## src/rtl/loader_pkg.sv

```systemverilog
// Shared types and widths for the instruction-memory boot loader.
package loader_pkg;

  typedef enum logic [2:0] {
    IDLE,
    HDR_LO,
    HDR_HI,
    DATA,
    CSUM,
    DONE,
    ERROR
  } state_t;

  localparam int HDR_W  = 16;
  localparam int CSUM_W = 8;

endpackage

```

## src/rtl/byte_packer.sv

```systemverilog
// Little-endian byte-to-word packer; word_valid marks the byte that completes a word.
module byte_packer (
  input  logic        clk,
  input  logic        rst,
  input  logic        clear,
  input  logic        valid,
  input  logic [7:0]  in_byte,
  output logic [31:0] word,
  output logic        word_valid
);

  logic [23:0] shift;
  logic [1:0]  idx;

  // The completing byte is presented directly so the caller can register it in the same edge.
  assign word       = {in_byte, shift};
  assign word_valid = valid && (idx == 2'd3);

  // Shift earlier bytes down so byte 0 ends up in bits [7:0].
  always_ff @(posedge clk) begin
    if (!rst || clear) begin
      shift <= '0;
      idx   <= '0;
    end else if (valid) begin
      shift <= {in_byte, shift[23:8]};
      idx   <= idx + 2'd1;
    end
  end

endmodule

```

## src/rtl/imem_loader.sv

```systemverilog
// Boot loader: receives a length-prefixed byte stream, writes instruction words,
// verifies the XOR checksum and releases the CPU reset only after a good load.
//
// state  | meaning
// IDLE   | after reset, waiting for start
// HDR_LO | expecting N[7:0]
// HDR_HI | expecting N[15:8]; length is range-checked here
// DATA   | receiving 4*N instruction bytes
// CSUM   | expecting the checksum byte
// DONE   | load good, CPU released
// ERROR  | overflow or checksum mismatch, CPU held
module imem_loader
  import loader_pkg::*;
#(
  parameter int ADDR_W = 8
) (
  input  logic              clk,
  input  logic              rst,
  input  logic              start,
  input  logic              in_valid,
  input  logic [7:0]        in_data,
  output logic              in_ready,
  output logic              imem_we,
  output logic [ADDR_W-1:0] imem_waddr,
  output logic [31:0]       imem_wdata,
  output logic              cpu_rst,
  output logic              busy,
  output logic              done,
  output logic              err
);

  state_t            state, nxt;
  logic [7:0]        n_lo;
  logic [HDR_W-1:0]  n_words;
  logic [HDR_W-1:0]  hdr;
  logic [ADDR_W:0]   wcnt;
  logic [CSUM_W-1:0] csum;
  logic              xfer;
  logic              can_start;
  logic              last_word;
  logic [31:0]       word;
  logic              word_valid;

  assign xfer      = in_valid && in_ready;
  assign can_start = start && (state == IDLE || state == DONE || state == ERROR);
  assign hdr       = {in_data, n_lo};
  assign last_word = (32'(wcnt) + 32'd1) == 32'(n_words);

  byte_packer u_packer (
    .clk       (clk),
    .rst       (rst),
    .clear     (can_start),
    .valid     (xfer && state == DATA),
    .in_byte   (in_data),
    .word      (word),
    .word_valid(word_valid)
  );

  // Next-state selection from current state and the byte handshake.
  always_comb begin
    nxt = state;
    case (state)
      IDLE, DONE, ERROR: if (start) nxt = HDR_LO;
      HDR_LO:            if (xfer) nxt = HDR_HI;
      HDR_HI: begin
        if (xfer) begin
          if (hdr == '0)                             nxt = CSUM;
          else if (32'(hdr) > (32'd1 << ADDR_W))     nxt = ERROR;
          else                                       nxt = DATA;
        end
      end
      DATA:   if (word_valid && last_word) nxt = CSUM;
      CSUM:   if (xfer) nxt = (in_data == csum) ? DONE : ERROR;
      default: nxt = IDLE;
    endcase
  end

  // State register with status outputs decoded from the next state so they are registered.
  always_ff @(posedge clk) begin
    if (!rst) begin
      state    <= IDLE;
      in_ready <= 1'b0;
      busy     <= 1'b0;
      done     <= 1'b0;
      err      <= 1'b0;
      cpu_rst  <= 1'b1;
    end else begin
      state    <= nxt;
      in_ready <= (nxt == HDR_LO || nxt == HDR_HI || nxt == DATA || nxt == CSUM);
      busy     <= (nxt == HDR_LO || nxt == HDR_HI || nxt == DATA || nxt == CSUM);
      done     <= (nxt == DONE);
      err      <= (nxt == ERROR);
      cpu_rst  <= (nxt != DONE);
    end
  end

  // Header capture, checksum accumulation, word counter and write-port registers.
  always_ff @(posedge clk) begin
    if (!rst) begin
      n_lo       <= '0;
      n_words    <= '0;
      wcnt       <= '0;
      csum       <= '0;
      imem_we    <= 1'b0;
      imem_waddr <= '0;
      imem_wdata <= '0;
    end else begin
      imem_we <= word_valid;
      if (word_valid) begin
        imem_waddr <= wcnt[ADDR_W-1:0];
        imem_wdata <= word;
        wcnt       <= wcnt + 1'b1;
      end
      if (xfer && state == HDR_LO) n_lo    <= in_data;
      if (xfer && state == HDR_HI) n_words <= hdr;
      if (xfer && state == DATA)   csum    <= csum ^ in_data;
      if (can_start) begin
        wcnt <= '0;
        csum <= '0;
      end
    end
  end

endmodule

```

## config.mk

```make
export PLATFORM = sky130hd
export DESIGN_NAME = imem_loader
export DESIGN_NICKNAME = d
export VERILOG_FILES = /design/src/rtl/loader_pkg.sv /design/src/rtl/byte_packer.sv /design/src/rtl/imem_loader.sv
export SDC_FILE = /design/constraint.sdc
export NUM_CORES = 1
export LEC_CHECK = 0
export ABC_AREA = 1
export CAP_MARGIN = 0
export CORE_MARGIN = 1
export CORE_UTILIZATION = 50
export DETAILED_ROUTE_END_ITERATION = 8
export GPL_TIMING_DRIVEN = 0
export PLACE_DENSITY_LB_ADDON = 0.05
export SLEW_MARGIN = 15
export SYNTH_ARGS = -nofsm -noshare
export SYNTH_HDL_FRONTEND = slang
export SYNTH_SLANG_ARGS = --single-unit
```

## constraint.sdc

```tcl
create_clock -name clk -period 1.8 [get_ports clk]
set_clock_uncertainty 0.2 [all_clocks]
set_input_delay 0.27 -clock clk [delete_from_list [all_inputs] [get_ports clk]]
set_output_delay 0.27 -clock clk [all_outputs]
set_load 0.01 [all_outputs]
```

# Yosys cells after proc, flatten, opt, wreduce, memory -nomap -nowiden
# Cells that the tools add are included.
# word_totals
word_cells	63
ff_bits	115
out_inout_bits	46
# classes
magnitude_cmp	1
n_bitwise	2
muxes	9
reduce_logical	18
add_sub_neg	3
n_eq_ne	16
# ops
operator	n
2-to-1 mux 3 bit	7
== test 3 bit (second input constant)	6
== test 10 x 16 -> 1 bit	1
> comparator 16 x 9 -> 1 bit (second input constant)	1
logical NOT 16 bit	1
case mux 3 bit (5 select lines)	1
== test 3 x 2 -> 1 bit (second input constant)	4
adder 9 x 1 -> 10 bit (second input constant)	1
adder 9 x 1 -> 9 bit (second input constant)	1
== test 8 bit	1
XOR 8 bit	1
logical AND 1 bit	7
== test 3 x 1 -> 1 bit (second input constant)	2
logical OR 1 bit	6
logical NOT 3 bit	1
!= test 3 bit (second input constant)	1
OR reduction 3 bit	1
adder 2 x 1 -> 2 bit (second input constant)	1
== test 2 bit (second input constant)	1
2-to-1 mux 2 bit	1
OR reduction 2 bit	1
logical NOT 1 bit	1
NOT 1 bit	1

# Logic depth before layout (Yosys ltp)
# Gate-level depths: netlist of run 1.
# logic_depth
depth_word	10
ltp_mapped	15
depth_no_buf	15

# Cells and area by module
# Synthesis of run 1 repeated with hierarchy kept, for this count alone.
# unflattened
cells_unflattened	672
hier_area_um2	5091.1
# by_module_without_submodules
module	seq_area_each_um2	n_inst	area_each_um2	cells_per_inst
imem_loader	1781.7	1	3926.3	545
byte_packer	520.5	1	1164.9	127

# Worst setup path after synthesis of run 1
# OpenSTA, ideal clock, no wires.
# synth_path
kind	register to register
start	register wcnt[1]
end	register busy
t_required_ns	1.487
n_path_buf	0
period_less_slack_ns	1.967
setup_time_ns	0.113
arrival_time_ns	1.654
stages_incl_launch_ff	13
setup_slack_ns	-0.167
path_cell_list	dfxtp_1 ha_1 nand3_1 o21ai_1 nand2_1 nand2_1 nand2_1 nor2_1 nand3_2 nand2_2 nand3_2 nor2_1 nor2_1
# synth_between
elab_chain_cells	9
# synth_lines
element	line	text
start: declaration	imem_loader.sv:36	logic [ADDR_W:0] wcnt;
start signal: assignment	imem_loader.sv:112	wcnt <= wcnt + 1'b1;
adder 9 x 1 -> 10 bit (*)	imem_loader.sv:47	assign last_word = (32'(wcnt) + 32'd1) == 32'(n_words);
== test 10 x 16 -> 1 bit (*)	imem_loader.sv:47	
logical AND 1 bit (*)	imem_loader.sv:72	DATA: if (word_valid && last_word) nxt = CSUM;
2-to-1 mux 3 bit (*)	imem_loader.sv:72	
case mux 3 bit (5 select lines) (*)	imem_loader.sv:62	case (state)
== test 3 x 1 -> 1 bit or == test 3 x 2 -> 1 bit (tied branches)	imem_loader.sv:90	busy <= (nxt == HDR_LO || nxt == HDR_HI || nxt == DATA || nxt == CSUM);
logical OR 1 bit (2 in a row)	imem_loader.sv:90	
logical OR 1 bit (*)	imem_loader.sv:90	
end signal: assignment	imem_loader.sv:90	
end: declaration	imem_loader.sv:27	output logic busy,
# Mark *: on every way between the ends. The rest lies on a longest branch, timed or not.
# A chain may end at the register's enable or synchronous reset.

# Final worst setup path of run 1
# layout_path
start	register wcnt[0]
end	register busy
# The elaborated chain is that of the path after synthesis.

==> results.ini, run 1 <==
[run_status]
status = finished with violations
violations = negative setup slack

[synthesis]
synth_cell_type_count = 32
ys_ff_latch = 115
syn_inst = 648
synth-xor-area-share_pct = 1.30
synth_mux_area_share_pct = 0
synth_top_family_by_area = simple AND/OR/NAND/NOR gates
post_synth.cell_area_avg_um2 = 7.27
ys.flop_type = dfxtp_1
synth_edf_count = 0
synth_nets = 662
synth-compound-area-share_pct = 14.0
synth-seq-area-share_pct = 48.9
synth-simple-area-share_pct = 28.2
syn_area_mm2 = 0.00471
synthArstFlopShare_pct = 0
synthAdderAreaFrac_pct = 0.531
yosys_warnings = 0

[sta]
slew_violations = 0
rsz0062_at_grt = yes
finalHoldViolCount = 0
relSlewSlack_pct = 62.3
post-route-period-util_pct = 110
worst_slack_ps = -186
fmax_mhz = 503
worst_hold_slack_ps = 106
period_minus_slack_ps = 1990
finalSetupViolCount = 7
worst_pin_slew_ps = 565

[detailed_routing]
routed-wl-met3_um = 531
top_layer = met4
wl_met2_um = 6290
drt-initial-drc-count = 178
wl_per_cell_um = 15.0
ant_nets = 0
via_per_inst = 5.29
wl_met1_um = 5670
finalWirelength_um = 12800
drt_pass1_iterations = 6
vias = 4525
drc = 0

[pwr]
power_uw = 5950
seq_power_share_pct = 43.4
irDropWorstVdd_v = 0.000826
p_leak_uw = 0.00266
intPower_uw = 4520
p_switching_uw = 1440
powerDensity_mw_per_mm2 = 962
swShare_pct = 24.1
pwr-share-comb_pct = 5.0
power.share.clock_pct = 51.5

[layout]
antenna_cells = 0
num-fill-cells = 800
areaGrowthSynthToFinish_pct = 31.5
multi_input_area_mm2 = 0.00221
fin_util_pct = 67.3
regArea_mm2 = 0.00231
design_area_mm2 = 0.00619
nets = 747
drive_gt1_share_pct = 15.6
layout.cells.non_filler = 856

[cts]
clock_sinks = 115
cts_buffer_depth = 2
clock_latency_ps = 530
cts_htree_levels = 4
clockRootBuffer = clkbuf_8
numCtsBuffers = 17
cts.clk_slew.worst_paths_ps = 60
cts_tree = yes

[global_route]
track_usage_pct = 27.3
antenna_found_initial = 0
grt_pass1_vias = 4313
grt_overflow_total = 0
grt_first_pass_wirelength_um = 20500
grt_max_degree = 17

[hold_path]
min_path_type = in2reg
holdPathStages = 5

[critical_path]
cp_cell_sequence = buf_4 -> nand2_1 -> nor2_4 -> nand3_1 -> nand3_1 -> nand2_1 -> nor2_2 -> nand3_4 -> nand2_4 -> nand3_2 -> nand2_1 -> nand2_1 -> nor2_1
crit_slowest_cell = dfxtp_2
worstPathRequired_ps = 2060
crit_family = simple AND/OR/NAND/NOR gates
crit_buf_inv = 1
critPathMostFrequentCell = nand2_1
path_max_fanout = 8
cp.arrival_ps = 2250
r2r_cells = 13
path_class = reg2reg
cp-end-kind = register
path_depth = 13
cp-start-kind = register
critPathMaxStageDelay_ps = 350

[place]
port_buffers = 56
routabilityCongestion = 0.850
place_area_mm2 = 0.00545
dpl.cell_count = 815
place_hpwl_um = 8820

[die]
die_w_um = 99.0
initial_core_util_pct = 51.2
die_area_mm2 = 0.00981
die_h_um = 99.0
rows = 35
core-area_mm2 = 0.00920
ios = 58

[job]
max_cap_violations = 0

-- worst paths after layout --
| kind | start | endpoint | slack [ps] |
|---|---|---|---|
| hold reg to reg | u_packer.shift[4] | u_packer.shift[4] | 260 |
| setup reg to reg | wcnt[0] | busy | -190 |
| hold / removal | rst | imem_wdata[29] | 110 |
| setup / recovery | wcnt[0] | busy | -190 |
-- per-layer routing --
layer | vias up | GRT usage [%]
met4 | 0 | 12.7
met3 | 28 | 6.38
met1 | 2121 | 33.1
li1 | 2270 | -
met5 | - | 0
met2 | 106 | 45.8
-- Yosys cell counts (4+ instances only) --
master / number / area (µm²)
dfxtp_1: 115 / 2300
a211oi_1: 4 / 30.0
nand2_1: 184 / 691
clkbuf_1: 24 / 90.1
nand3_2: 5 / 50.1
o21ai_0: 38 / 190
nor2_1: 54 / 203
buf_2: 4 / 20.0
xnor2_1: 4 / 35.0
nand3_1: 50 / 250
nand4_1: 8 / 50.1
a21oi_1: 78 / 390
inv_1: 46 / 173
buf_1: 4 / 15.0
-- area by class of cell --
cell class / count / area share [%]
Sequential cell: 115 / 37.4
Clock inverter: 10 / 1.21
Multi-Input combinational cell: 448 / 35.7
Inverter: 50 / 3.09
Buffer: 35 / 3.46
Clock buffer: 21 / 7.60
Tap cell: 111 / 2.24
Timing Repair Buffer: 66 / 9.38
-- worst min-delay path: stages --
cell	delay [ps]
clkbuf_1	140
inv_1	100
nor2_1	70
inv_1	130
o21ai_0	80
-- what timing repair did --
action                                  CTS  global route
hold buffers                              1             0
gates resized for setup                  91            39
endpoints found under the hold margin     3             0
pin swaps                                 9             5
buffers inserted                          6             3
endpoints found under the setup margin  154            99
-- per-stage QoR --
step           setup TNS (ps)  worst slack, ps
6_report                 -840             -186
2_1_floorplan           -8.87            -8.87
5_1_grt                 -1700             -313
3_5_place_dp           -53400             -722
3_3_place_gp           -48190             -675
4_1_cts                  -687             -165
-- cells in the final DEF (no fill, tap or decap), types with 3 or more instances in the layout --
| cell type | instances |
|---|---|
| clkbuf_16 | 17 |
| buf_4 | 16 |
| nor2_2 | 6 |
| nand3_2 | 6 |
| xnor2_1 | 4 |
| clkbuf_2 | 8 |
| nor2_1 | 45 |
| a211oi_1 | 4 |
| clkinvlp_4 | 5 |
| dfxtp_1 | 108 |
| nand2_1 | 178 |
| clkdlybuf4s50_1 | 10 |
| clkbuf_4 | 6 |
| nand2_4 | 4 |
| inv_2 | 4 |
| a21oi_1 | 77 |
| o21ai_0 | 37 |
| clkbuf_8 | 4 |
| inv_1 | 44 |
| nor2_4 | 5 |
| clkbuf_1 | 8 |
| nand3_1 | 47 |
| buf_2 | 5 |
| nand2_2 | 5 |
| xor2_1 | 3 |
| nand4_1 | 8 |
| dfxtp_2 | 6 |
| dlygate4sd2_1 | 46 |
-- registers in the layout (all words and copies together) (netlist names), 2 cells and up --
register and flops:
csum 8, state 3, u_packer.idx 2, wcnt 9, imem_waddr 8, u_packer.shift 24
n_lo 8, imem_wdata 32, n_words 16
-- kinds of logic (layout without fill, tap and decap cells) --
family / after synthesis / in the layout
flops: 115 / 115
compound gates: 126 / 126
simple gates: 313 / 313
xor+xnor: 7 / 7
buf+inv: 85 / 182
fa+ha+maj: 2 / 2
-- power by group through the flow --
stage / sequential (µW) / clock (µW) / combinational, µW
after detailed placement: 2640 / 0 / 273
after global routing: 2590 / 3210 / 328
after floorplan: 2640 / 0 / 165
after CTS: 2580 / 3100 / 288
after global placement: 2640 / 0 / 268
final: 2580 / 3070 / 300
Power figures use the tool's default switching activity.
==> run 2, diff against run 1 <==
- CORE_UTILIZATION: 50 -> 35
==> run 2 against run 1 <==
- count of clock-buffer cells in the layout increased by 3
- the run still ends with negative setup slack left
- combinational power is 6% higher
- via count fell by 2.0%
- largest cell class unchanged
- critical endpoint unchanged
- sequential power is essentially flat
- utilization decreased by 19 points
==> results.ini, run 2 (synthesis results as in run 1) <==
[pwr]
seq_power_share_pct = 40.2
power.share.clock_pct = 54.9
p_switching_uw = 1390
pwr-share-comb_pct = 5.0
powerDensity_mw_per_mm2 = 999
swShare_pct = 21.5
intPower_uw = 5050
p_leak_uw = 0.00274
irDropWorstVdd_v = 0.000598
power_uw = 6430

[sta]
period_minus_slack_ps = 2000
tns_ps = -925
worst_slack_ps = -199
worst_pin_slew_ps = 557
slew_violations = 0
relSlewSlack_pct = 62.8
finalHoldViolCount = 0
rsz0062_at_grt = yes
finalSetupViolCount = 8
post-route-period-util_pct = 111
fmax_mhz = 500

[die]
die_area_mm2 = 0.0139
core-area_mm2 = 0.0132
rows = 42
die_h_um = 118
initial_core_util_pct = 35.7
ios = 58
die_w_um = 118

[cts]
cts.clk_slew.worst_paths_ps = 50
numCtsBuffers = 17
cts.hold.buffers_added = 0
cts_tree = yes
clockRootBuffer = clkbuf_16
clock_latency_ps = 420
cts_buffer_depth = 2
clock_sinks = 115
cts_htree_levels = 4

[detailed_routing]
finalWirelength_um = 13300
via_per_inst = 4.83
ant_nets = 0
wl_per_cell_um = 14.5
drt_pass1_iterations = 5
drt-initial-drc-count = 235
drc = 0
vias = 4436

[layout]
final_common_cell = nand2_1
largest_reg_flops = 32
layout_common_cells = nand2_1 (178), dfxtp_1 (109), a21oi_1 (76), nand3_1 (47), nor2_1 (45)
areaGrowthSynthToFinish_pct = 36.6
regArea_mm2 = 0.00231
layout.cells.non_filler = 919
drive_gt1_share_pct = 15.3
max_flop_register = imem_wdata
antenna_cells = 0
fin_util_pct = 48.8
multi_input_area_mm2 = 0.00224
largestRegisters = imem_wdata (32), u_packer.shift (24), n_words (16)
num-fill-cells = 1339
nets = 744

[critical_path]
crit_slowest_cell = dfxtp_4
cp.arrival_ps = 2160
critPathMostFrequentCell = nand2_1
r2r_setup_slack_ps = -200
worstPathRequired_ps = 1960
critPathMaxStageDelay_ps = 360
cp-start-kind = register
cp_cell_sequence = ha_4 -> buf_4 -> nand4_1 -> nand3_1 -> nand2_1 -> inv_1 -> nand2_1 -> nor2_2 -> nand3_4 -> nand2_4 -> nand3_2 -> nand2_1 -> nand2_1 -> nor2_1
path_class = reg2reg
path_max_fanout = 4
cp-end-kind = register

[global_route]
grt_pass1_vias = 4323
antenna_found_initial = 0
grt_first_pass_wirelength_um = 21300
grt_overflow_total = 0
track_usage_pct = 19.8
grt_max_degree = 17

[place]
place_hpwl_um = 9550
dpl.cell_count = 880
port_buffers = 56
routabilityCongestion = 0.807

[hold_path]
min_path_type = in2reg

[job]
max_cap_violations = 0

[run_status]
status = finished with violations
violations = negative setup slack

==> run 2: critical path: cells and delay by family, from the launching register on <==
kind	cells	cell delay (ps)
buf+inv	2	180
fa+ha+maj	1	180
flops	1	360
simple gates	11	1010
==> run 2: what timing repair did <==
action                                  4_1_cts  5_1_grt
gates resized for setup                      54       51
buffers inserted                              3        4
endpoints found under the setup margin      112      106
endpoints found under the hold margin         0        0
pin swaps                                    14       10
gates cloned                                  0        0
==> run 2: cell type report <==
type                            instances  share of cell area, %
Sequential cell                       115                   36.0
Multi-Input combinational cell        448                   34.8
Timing Repair Buffer                   63                   9.88
Clock buffer                           24                   7.82
Tap cell                              176                   3.42
Buffer                                 35                   3.31
Inverter                               50                   2.94
Clock inverter                          8                   1.89
==> run 2: power by group through the flow <==
stage	Sequential [µW]	Combinational (µW)	Clock, µW
2_1_floorplan	2640	165	0
3_3_place_gp	2640	278	0
3_5_place_dp	2640	281	0
4_1_cts	2580	294	3590
5_1_grt	2590	349	3670
6_report	2580	319	3530
==> run 2: stage by stage <==
| step | instance area [µm²] | setup WS [ps] | hold WS (ps) |
|---|---|---|---|
| final | 6430 | -199 | 87.4 |
| after global routing | 6430 | -349 | 104 |
| after CTS | 6250 | -148 | 112 |
| after detailed placement | 5530 | -726 | 255 |
| after global placement | 5530 | -719 | 253 |
| after floorplan | 4750 | -8.87 | 173 |
==> run 2: path summary, 6_finish.rpt <==
| check | startpoint | end | cells past startpoint |
|---|---|---|---|
| max | wcnt[0] | busy | 14 |
| min | in_data[2] | imem_wdata[26] | 3 |
| max reg2reg | wcnt[0] | busy | 14 |
| min reg2reg | imem_wdata[6] | imem_wdata[6] | 2 |
==> run 2: layer usage <==
layer	part of all wire [%]	GRT usage [%]	up-vias
met3	3.8	4.75	15
li1	-	-	2270
met5	0	0	-
met2	49	32.9	82
met1	46	24.2	2069
met4	1.5	8.65	0
